### src/rtl/regmap_access_arbiter.sv
// rtl/regmap_access_arbiter.sv - shared register-map port arbiter for I2C writes, host writes and host burst reads
module regmap_access_arbiter #(
  parameter logic [7:0] SOURCE_ID = 8'h16
) (
  input  logic       clk,
  input  logic       rst,
  input  logic       i2c_wr_pulse,
  input  logic [7:0] i2c_addr,
  input  logic [7:0] i2c_wdata,
  output logic [7:0] i2c_rdata,
  input  logic       host_wr_req,
  input  logic [7:0] host_addr,
  input  logic [7:0] host_wdata,
  output logic       host_wr_ack,
  input  logic       host_rd_req,
  input  logic [7:0] host_rd_addr,
  input  logic [7:0] host_rd_len,
  output logic       host_rd_busy,
  output logic       host_rd_done,
  output logic       upload_active,
  output logic       upload_req,
  output logic [7:0] upload_data,
  output logic [7:0] upload_source,
  output logic       upload_valid,
  input  logic       upload_ready,
  output logic [7:0] rm_addr,
  output logic [7:0] rm_wdata,
  output logic       rm_wr_en,
  input  logic [7:0] rm_rdata
);

  typedef enum logic [2:0] {IDLE, RD_ISSUE, RD_CAPTURE, UPLOAD, DONE} rd_state_e;

  rd_state_e  state_q, state_d;
  logic       pend_valid_q, pend_valid_d;
  logic [7:0] pend_addr_q, pend_addr_d;
  logic [7:0] pend_wdata_q, pend_wdata_d;
  logic [7:0] base_q, base_d;
  logic [7:0] len_q, len_d;
  logic [7:0] count_q, count_d;
  logic [7:0] data_q, data_d;
  logic       rd_issue;
  logic       host_grant;

  // A pending write always wins the port on the following cycle, so the
  // entry only survives when a fresh pulse reloads it in that same cycle.
  always_comb begin
    pend_valid_d = i2c_wr_pulse;
    pend_addr_d  = i2c_wr_pulse ? i2c_addr  : pend_addr_q;
    pend_wdata_d = i2c_wr_pulse ? i2c_wdata : pend_wdata_q;
  end

  // Grant decisions; a host write also yields to an I2C pulse arriving now so
  // that simultaneous writes reach the map in I2C-then-host order.
  always_comb begin
    rd_issue   = !rst && (state_q == RD_ISSUE) && !pend_valid_q;
    host_grant = !rst && host_wr_req && !pend_valid_q && !i2c_wr_pulse && !rd_issue;
  end

  // Register-map port mux: pending I2C write > read issue > host write > I2C read pass-through.
  always_comb begin
    rm_addr  = i2c_addr;
    rm_wdata = 8'h00;
    rm_wr_en = 1'b0;
    if (!rst) begin
      if (pend_valid_q) begin
        rm_addr  = pend_addr_q;
        rm_wdata = pend_wdata_q;
        rm_wr_en = 1'b1;
      end else if (rd_issue) begin
        rm_addr  = base_q + count_q;
      end else if (host_grant) begin
        rm_addr  = host_addr;
        rm_wdata = host_wdata;
        rm_wr_en = 1'b1;
      end
    end
  end

  // Burst read FSM next-state; the read byte is sampled on the closing edge
  // of the issue cycle, while rm_addr still points at it.
  always_comb begin
    state_d      = state_q;
    base_d       = base_q;
    len_d        = len_q;
    count_d      = count_q;
    data_d       = data_q;
    host_rd_done = 1'b0;
    case (state_q)
      IDLE: begin
        if (host_rd_req && !rst) begin
          if (host_rd_len != 8'h00) begin
            base_d  = host_rd_addr;
            len_d   = host_rd_len;
            count_d = 8'h00;
            state_d = RD_ISSUE;
          end else begin
            host_rd_done = 1'b1;
          end
        end
      end
      RD_ISSUE: begin
        if (!pend_valid_q) begin
          data_d  = rm_rdata;
          state_d = RD_CAPTURE;
        end
      end
      RD_CAPTURE: state_d = UPLOAD;
      UPLOAD: begin
        if (upload_ready) begin
          if (count_q == len_q - 8'd1) begin
            state_d = DONE;
          end else begin
            count_d = count_q + 8'd1;
            state_d = RD_ISSUE;
          end
        end
      end
      DONE: begin
        host_rd_done = !rst;
        state_d      = IDLE;
      end
      default: state_d = IDLE;
    endcase
  end

  // Status and upload outputs, forced quiet while reset is held.
  always_comb begin
    host_wr_ack   = host_grant;
    host_rd_busy  = !rst && (state_q != IDLE);
    upload_active = !rst && ((state_q == RD_ISSUE) || (state_q == RD_CAPTURE) || (state_q == UPLOAD));
    upload_req    = !rst && (state_q == UPLOAD);
    upload_valid  = upload_req && upload_ready;
    upload_data   = data_q;
    upload_source = SOURCE_ID;
    i2c_rdata     = rm_rdata;
  end

  // State registers with synchronous reset.
  always_ff @(posedge clk) begin
    if (rst) begin
      state_q      <= IDLE;
      pend_valid_q <= 1'b0;
      pend_addr_q  <= 8'h00;
      pend_wdata_q <= 8'h00;
      base_q       <= 8'h00;
      len_q        <= 8'h00;
      count_q      <= 8'h00;
      data_q       <= 8'h00;
    end else begin
      state_q      <= state_d;
      pend_valid_q <= pend_valid_d;
      pend_addr_q  <= pend_addr_d;
      pend_wdata_q <= pend_wdata_d;
      base_q       <= base_d;
      len_q        <= len_d;
      count_q      <= count_d;
      data_q       <= data_d;
    end
  end

endmodule

### config.mk
export PLATFORM = sky130hd
export DESIGN_NAME = regmap_access_arbiter
export DESIGN_NICKNAME = d
export VERILOG_FILES = /design/src/rtl/regmap_access_arbiter.sv
export SDC_FILE = /design/constraint.sdc
export NUM_CORES = 1
export LEC_CHECK = 0
export BUFFER_PORTS_ARGS = -buffer_cell sky130_fd_sc_hd__buf_4
export CAP_MARGIN = 25
export CORE_ASPECT_RATIO = 1.2
export CORE_MARGIN = 1
export CORE_UTILIZATION = 51
export DETAILED_ROUTE_END_ITERATION = 6
export GPL_ROUTABILITY_DRIVEN = 0
export PLACE_DENSITY_LB_ADDON = 0.08
export SYNTH_ARGS = -nofsm -noshare
export SYNTH_HDL_FRONTEND = slang
export SYNTH_SLANG_ARGS = --single-unit
### constraint.sdc
create_clock -name clk -period 2.75 [get_ports clk]
set_input_delay 0.275 -clock clk [delete_from_list [all_inputs] [get_ports clk]]
set_output_delay 0.275 -clock clk [all_outputs]
set_load 0.02 [all_outputs]
After elaboration in Yosys (flattened, before gate mapping)
Cells that the tools add are included.
{"block": "classes", "add_sub_neg": 3, "n_eq_ne": 10, "n_mux": 26, "n_bitwise": 1, "reduce_logical": 25}
{"op": "2-to-1 mux 8 bit", "count": 12}
{"op": "one-hot mux 8 bit (2 select lines)", "count": 1}
{"op": "2-to-1 mux 3 bit", "count": 5}
{"op": "one-hot mux 3 bit (4 select lines)", "count": 1}
{"op": "logical AND 1 bit", "count": 11}
{"op": "!= test 2 bit (second input constant)", "count": 5}
{"op": "adder 8 x 1 -> 8 bit (second input constant)", "count": 1}
{"op": "adder 8 bit", "count": 1}
{"op": "equality test 8 bit", "count": 1}
{"op": "nonzero test 8 bit", "count": 1}
{"op": "subtractor 8 x 1 -> 8 bit (second input constant)", "count": 1}
{"op": "equality test 3 x 2 -> 1 bit (second input constant)", "count": 2}
{"op": "2-to-1 mux 1 bit", "count": 6}
{"op": "AND reduction 5 bit", "count": 1}
{"op": "logical NOT 1 bit", "count": 4}
{"op": "AND reduction 4 bit", "count": 1}
{"op": "equality test 3 x 1 -> 1 bit (second input constant)", "count": 1}
{"op": "equality test 3 bit (second input constant)", "count": 1}
{"op": "logical NOT 3 bit", "count": 1}
{"op": "AND reduction 3 bit", "count": 1}
{"op": "nonzero test 3 bit", "count": 1}
{"op": "logical OR 1 bit", "count": 2}
{"op": "one-hot mux 1 bit (2 select lines)", "count": 1}
{"op": "AND reduction 2 bit", "count": 1}
{"op": "2 further kinds", "count": 2}
{"block": "word_totals", "register_bits": 52, "in_bits": 62, "out_inout_bits": 47, "wordCells": 73}

Depth between registers and ports, before layout
{"block": "depth", "depth_word": 9, "depth_mapped": 10, "ltp_nobuf": 10}

Least setup slack after synthesis
Ideal clock, no wire load.
{"block": "synth_path", "path_type": "register to output", "from": "reg count_q[0]", "to": "out rm_addr[6]", "t_arrival_ns": 2.232, "required_time_ns": 2.475, "slack_ns": 0.243, "path_stages_with_launch": 11, "path_buffers": 0, "path_cell_list": "dfxtp_1 > ha_1 > inv_1 > fa_1 > nor2b_1 > o21ai_0 > nand2b_1 > a21o_1 > a21oi_1 > xor2_1 > a221oi_1"}
{"block": "synth_via", "elab_chain_cells": 4}
{"item": "start: declaration", "line_no": "40", "source": "logic [7:0] count_q, count_d;"}
{"item": "start signal: assignment", "line_no": "157", "source": "count_q <= count_d;"}
{"item": "adder 8 bit", "line_no": "71", "source": "rm_addr = base_q + count_q;"}
{"item": "2-to-1 mux 8 bit", "line_no": "70", "source": "end else if (rd_issue) begin"}
{"item": "2-to-1 mux 8 bit", "line_no": "66", "source": "if (pend_valid_q) begin"}
{"item": "2-to-1 mux 8 bit", "line_no": "65", "source": "if (!rst) begin"}
{"item": "end: declaration", "line_no": "26", "source": "output logic [7:0] rm_addr,"}
No other way between the ends.

Final worst setup path
{"block": "layout_path", "from": "reg count_q[1]", "to": "out rm_addr[7]"}
Same word-level chain as after synthesis.

==> impl_metrics.ini <==
[global_route]
grt_max_degree = 54
grt_pass1_wl_um = 12200
track_usage_pct = 23.8
grt_pass1_vias = 2677
grt_antenna_before_repair = 0
grt_overflow = 0

[clocking]
cts_hold_buffers = 0
cts_buffer_depth = 2
cts_setup_buffers = 0
cts_tree = done
cts_sinks = 52
cts_buffers = 5
insertion_delay_ns = 0.31
clk_pin_slew_ns = 0.10
root_buffer = clkbuf_8
cts_max_level = 2

[placed_design]
io_buffer_count = 100
dp.cells = 546
placed_area_mm2 = 0.00397
preCtsSetupSlack_ns = 0.302
dp_hpwl_um = 5860

[critical_path]
timing.critical_path.from_type = flip-flop
crit_chain = ha_1, a21o_1, a21oi_2, nor2b_1, o21a_1, o41ai_2, xnor2_1, o21ai_0, buf_4
cp_slowest_cell = dfxtp_2
cpLargestDelayFamily = compound AO/OA/AOI/OAI gates
path_buf_inv = 1
crit_type = flip-flop to primary output
endpoint_kind = primary output
worstPathRequired_ns = 2.48
crit_fanout = 6
arrival_ns = 2.42
cpPeakStageDelay_ns = 0.40

[detailed_routing]
first_iter_violations = 90
wl_per_cell_um = 14.0
viasPerCell = 5.23
drc = 0
wirelength_um = 7760
vias = 2902
first_pass_iters = 4
ant_nets = 0

[run]
max-cap-violations = 0

[synth]
synth_seq_area_share_pct = 32.2
synth-main-ff-cell = dfxtp_1
synth-async-reset-ratio_pct = 0
ys_seq_elements = 52
synth_edf_count = 0
synth_cells = 386
synth_area_mm2 = 0.00324
synth.avg_cell_area_um2 = 8.39
yosysUniqueCellTypes = 51
yosysWarningCount = 0

[layout]
drive_gt1_share_pct = 30.4
final_cells = 555
antenna-diode-count = 0
fin_nets = 544
syn2layout_area_growth_pct = 27.4
design_area_mm2 = 0.00413

[power]
p_clk_share_pct = 29.4
intPower_mw = 1.30
switching_share_pct = 30.3
power_leakage_nw = 1.81
p_switching_mw = 0.566
ir_drop_mv = 0.253
power_frac_seq_pct = 44.3
p_total_mw = 1.87
p_comb_share_pct = 26.3
power_density_mw_per_mm2 = 452

[floorplanning]
die_area_mm2 = 0.00667
initial_core_util_pct = 53.2
core.rowCount = 31
pin_count = 109
die_h_um = 89.3
core_area_mm2 = 0.00609
die_x_um = 74.7

[timing]
setup_ws_ns = 0.0540
worst_slew_pin_slew_ns = 0.528
maxSlewHeadroom_pct = 64.8
fin_crit_sh_pct = 98.0
setup_viol = 0
finalHoldViolations = 0
clock-skew-final_ns = 0.00620
min_period_ns = 2.70
slew_viol_final = 0
fmax_mhz = 371

[status]
status = complete, no violations

[hold_path]
hold_class = input port to flip-flop
-- cells in the final DEF, fill, tap and decap left out, types with 4 or more instances in the layout --
cell | Yosys | routed
a211oi_1 | 7 | 7
a21o_1 | 4 | 4
a21oi_1 | 26 | 24
buf_4 | 17 | 111
clkbuf_8 | 0 | 5
conb_1 | 2 | 8
dfxtp_1 | 52 | 49
ha_1 | 9 | 9
inv_1 | 13 | 13
mux2i_1 | 47 | 47
nand2_1 | 29 | 29
nand2b_1 | 4 | 4
nand3_1 | 9 | 9
nor2_1 | 58 | 58
nor2b_1 | 7 | 7
nor3_1 | 9 | 8
o21ai_0 | 10 | 10
xnor2_1 | 15 | 15
xor2_1 | 6 | 6
-- timing repair --
item                                    4_1_cts  5_1_grt
endpoints found under the hold margin         0        0
gates resized for setup                       2        6
endpoints found under the setup margin        2        3
-- worst paths after layout --
kind	startpoint	endpoint	slack, ns	cells past startpoint
worst max-delay path	count_q[1]	rm_addr[7]	0.05	9
worst min-delay path	host_rd_addr[4]	base_q[4]	0.19	3
worst max register to register	len_q[0]	count_q[1]	0.35	9
worst min register to register	upload_data[1]	upload_data[1]	0.46	2
-- tightest hold or removal path: stages --
cell     delay, ns
buf_4         0.08
mux2i_1       0.05
nor2_1        0.07
-- flip-flops by register name, summed over array words and instances, names as in the netlist --
signal,cells
pend_valid_q,1
upload_data,8
pend_addr_q,8
count_q,8
base_q,8
pend_wdata_q,8
len_q,8
state_q,3
-- synth_stat cells (2+ instances only) --
cell / count / area share, %
nor2b_1: 7 / 1.4
a22oi_1: 2 / 0.46
clkbuf_1: 12 / 1.4
and3_1: 2 / 0.39
buf_2: 3 / 0.46
a21o_1: 4 / 0.93
and2_1: 3 / 0.58
xnor2_1: 15 / 4.1
o21a_1: 2 / 0.46
nand3_1: 9 / 1.4
nand2b_1: 4 / 0.77
nor2_1: 58 / 6.7
mux2i_1: 47 / 15
or2_2: 2 / 0.39
o21ai_0: 10 / 1.5
a2111oi_2: 2 / 0.93
a221oi_1: 3 / 0.81
ha_1: 9 / 3.5
inv_1: 13 / 1.5
or4_1: 2 / 0.46
buf_1: 5 / 0.58
xor2_1: 6 / 1.6
dfxtp_1: 52 / 32
buf_6: 2 / 0.70
nor3_1: 9 / 1.4
a211oi_1: 7 / 1.6
nor4_1: 2 / 0.39
buf_4: 17 / 3.9
conb_1: 2 / 0.23
a21oi_1: 26 / 4.0
nand2_1: 29 / 3.4
-- power groups by stage --
stage | combinational, mW | clock, mW | sequential, mW
finish | 0.491 | 0.549 | 0.826
global route | 0.537 | 0.592 | 0.831
CTS | 0.490 | 0.563 | 0.826
detailed placement | 0.488 | 0 | 0.843
global placement | 0.478 | 0 | 0.841
floorplan | 0.325 | 0 | 0.841
-- cells by family after synthesis --
logic type	count (synthesis)	share of synthesized area [%]
AOI/OAI and AO/OA	66	14.7
xor gates and xnor gates	21	5.68
muxes	48	14.9
and+or+nand+nor	135	19.6
other	2	0.232
adders and majority gates	10	4.10
buffers and inverters	52	8.58
DFF	52	32.2
-- layer usage --
metal,track usage (%),routed length [um]
met5,0,0
met4,7.38,129
met3,4.06,313
met2,44.1,4030
met1,27.6,3290
-- cell type report --
class | count | area, um^2
Clock buffer | 5 | 68.8
Fill cell | 535 | 1960
Sequential cell | 52 | 1040
Multi-Input combinational cell | 288 | 1970
Clock inverter | 3 | 46.3
Tap cell | 82 | 103
Timing Repair Buffer | 112 | 845
Inverter | 13 | 48.8
-- per-stage QoR --
| stage | hold slack [ns] | util [%] | TNS (ns) |
|---|---|---|---|
| final | 0.193 | 67.7 | 0 |
| after global routing | 0.195 | 67.7 | -0.0507 |
| after CTS | 0.188 | 67.2 | 0 |
| after detailed placement | 0.447 | 65.2 | 0 |
| after global placement | 0.443 | 65.2 | 0 |
| after floorplan | 0.411 | - | 0 |
No activity file was read; power rests on OpenSTA's default activity.
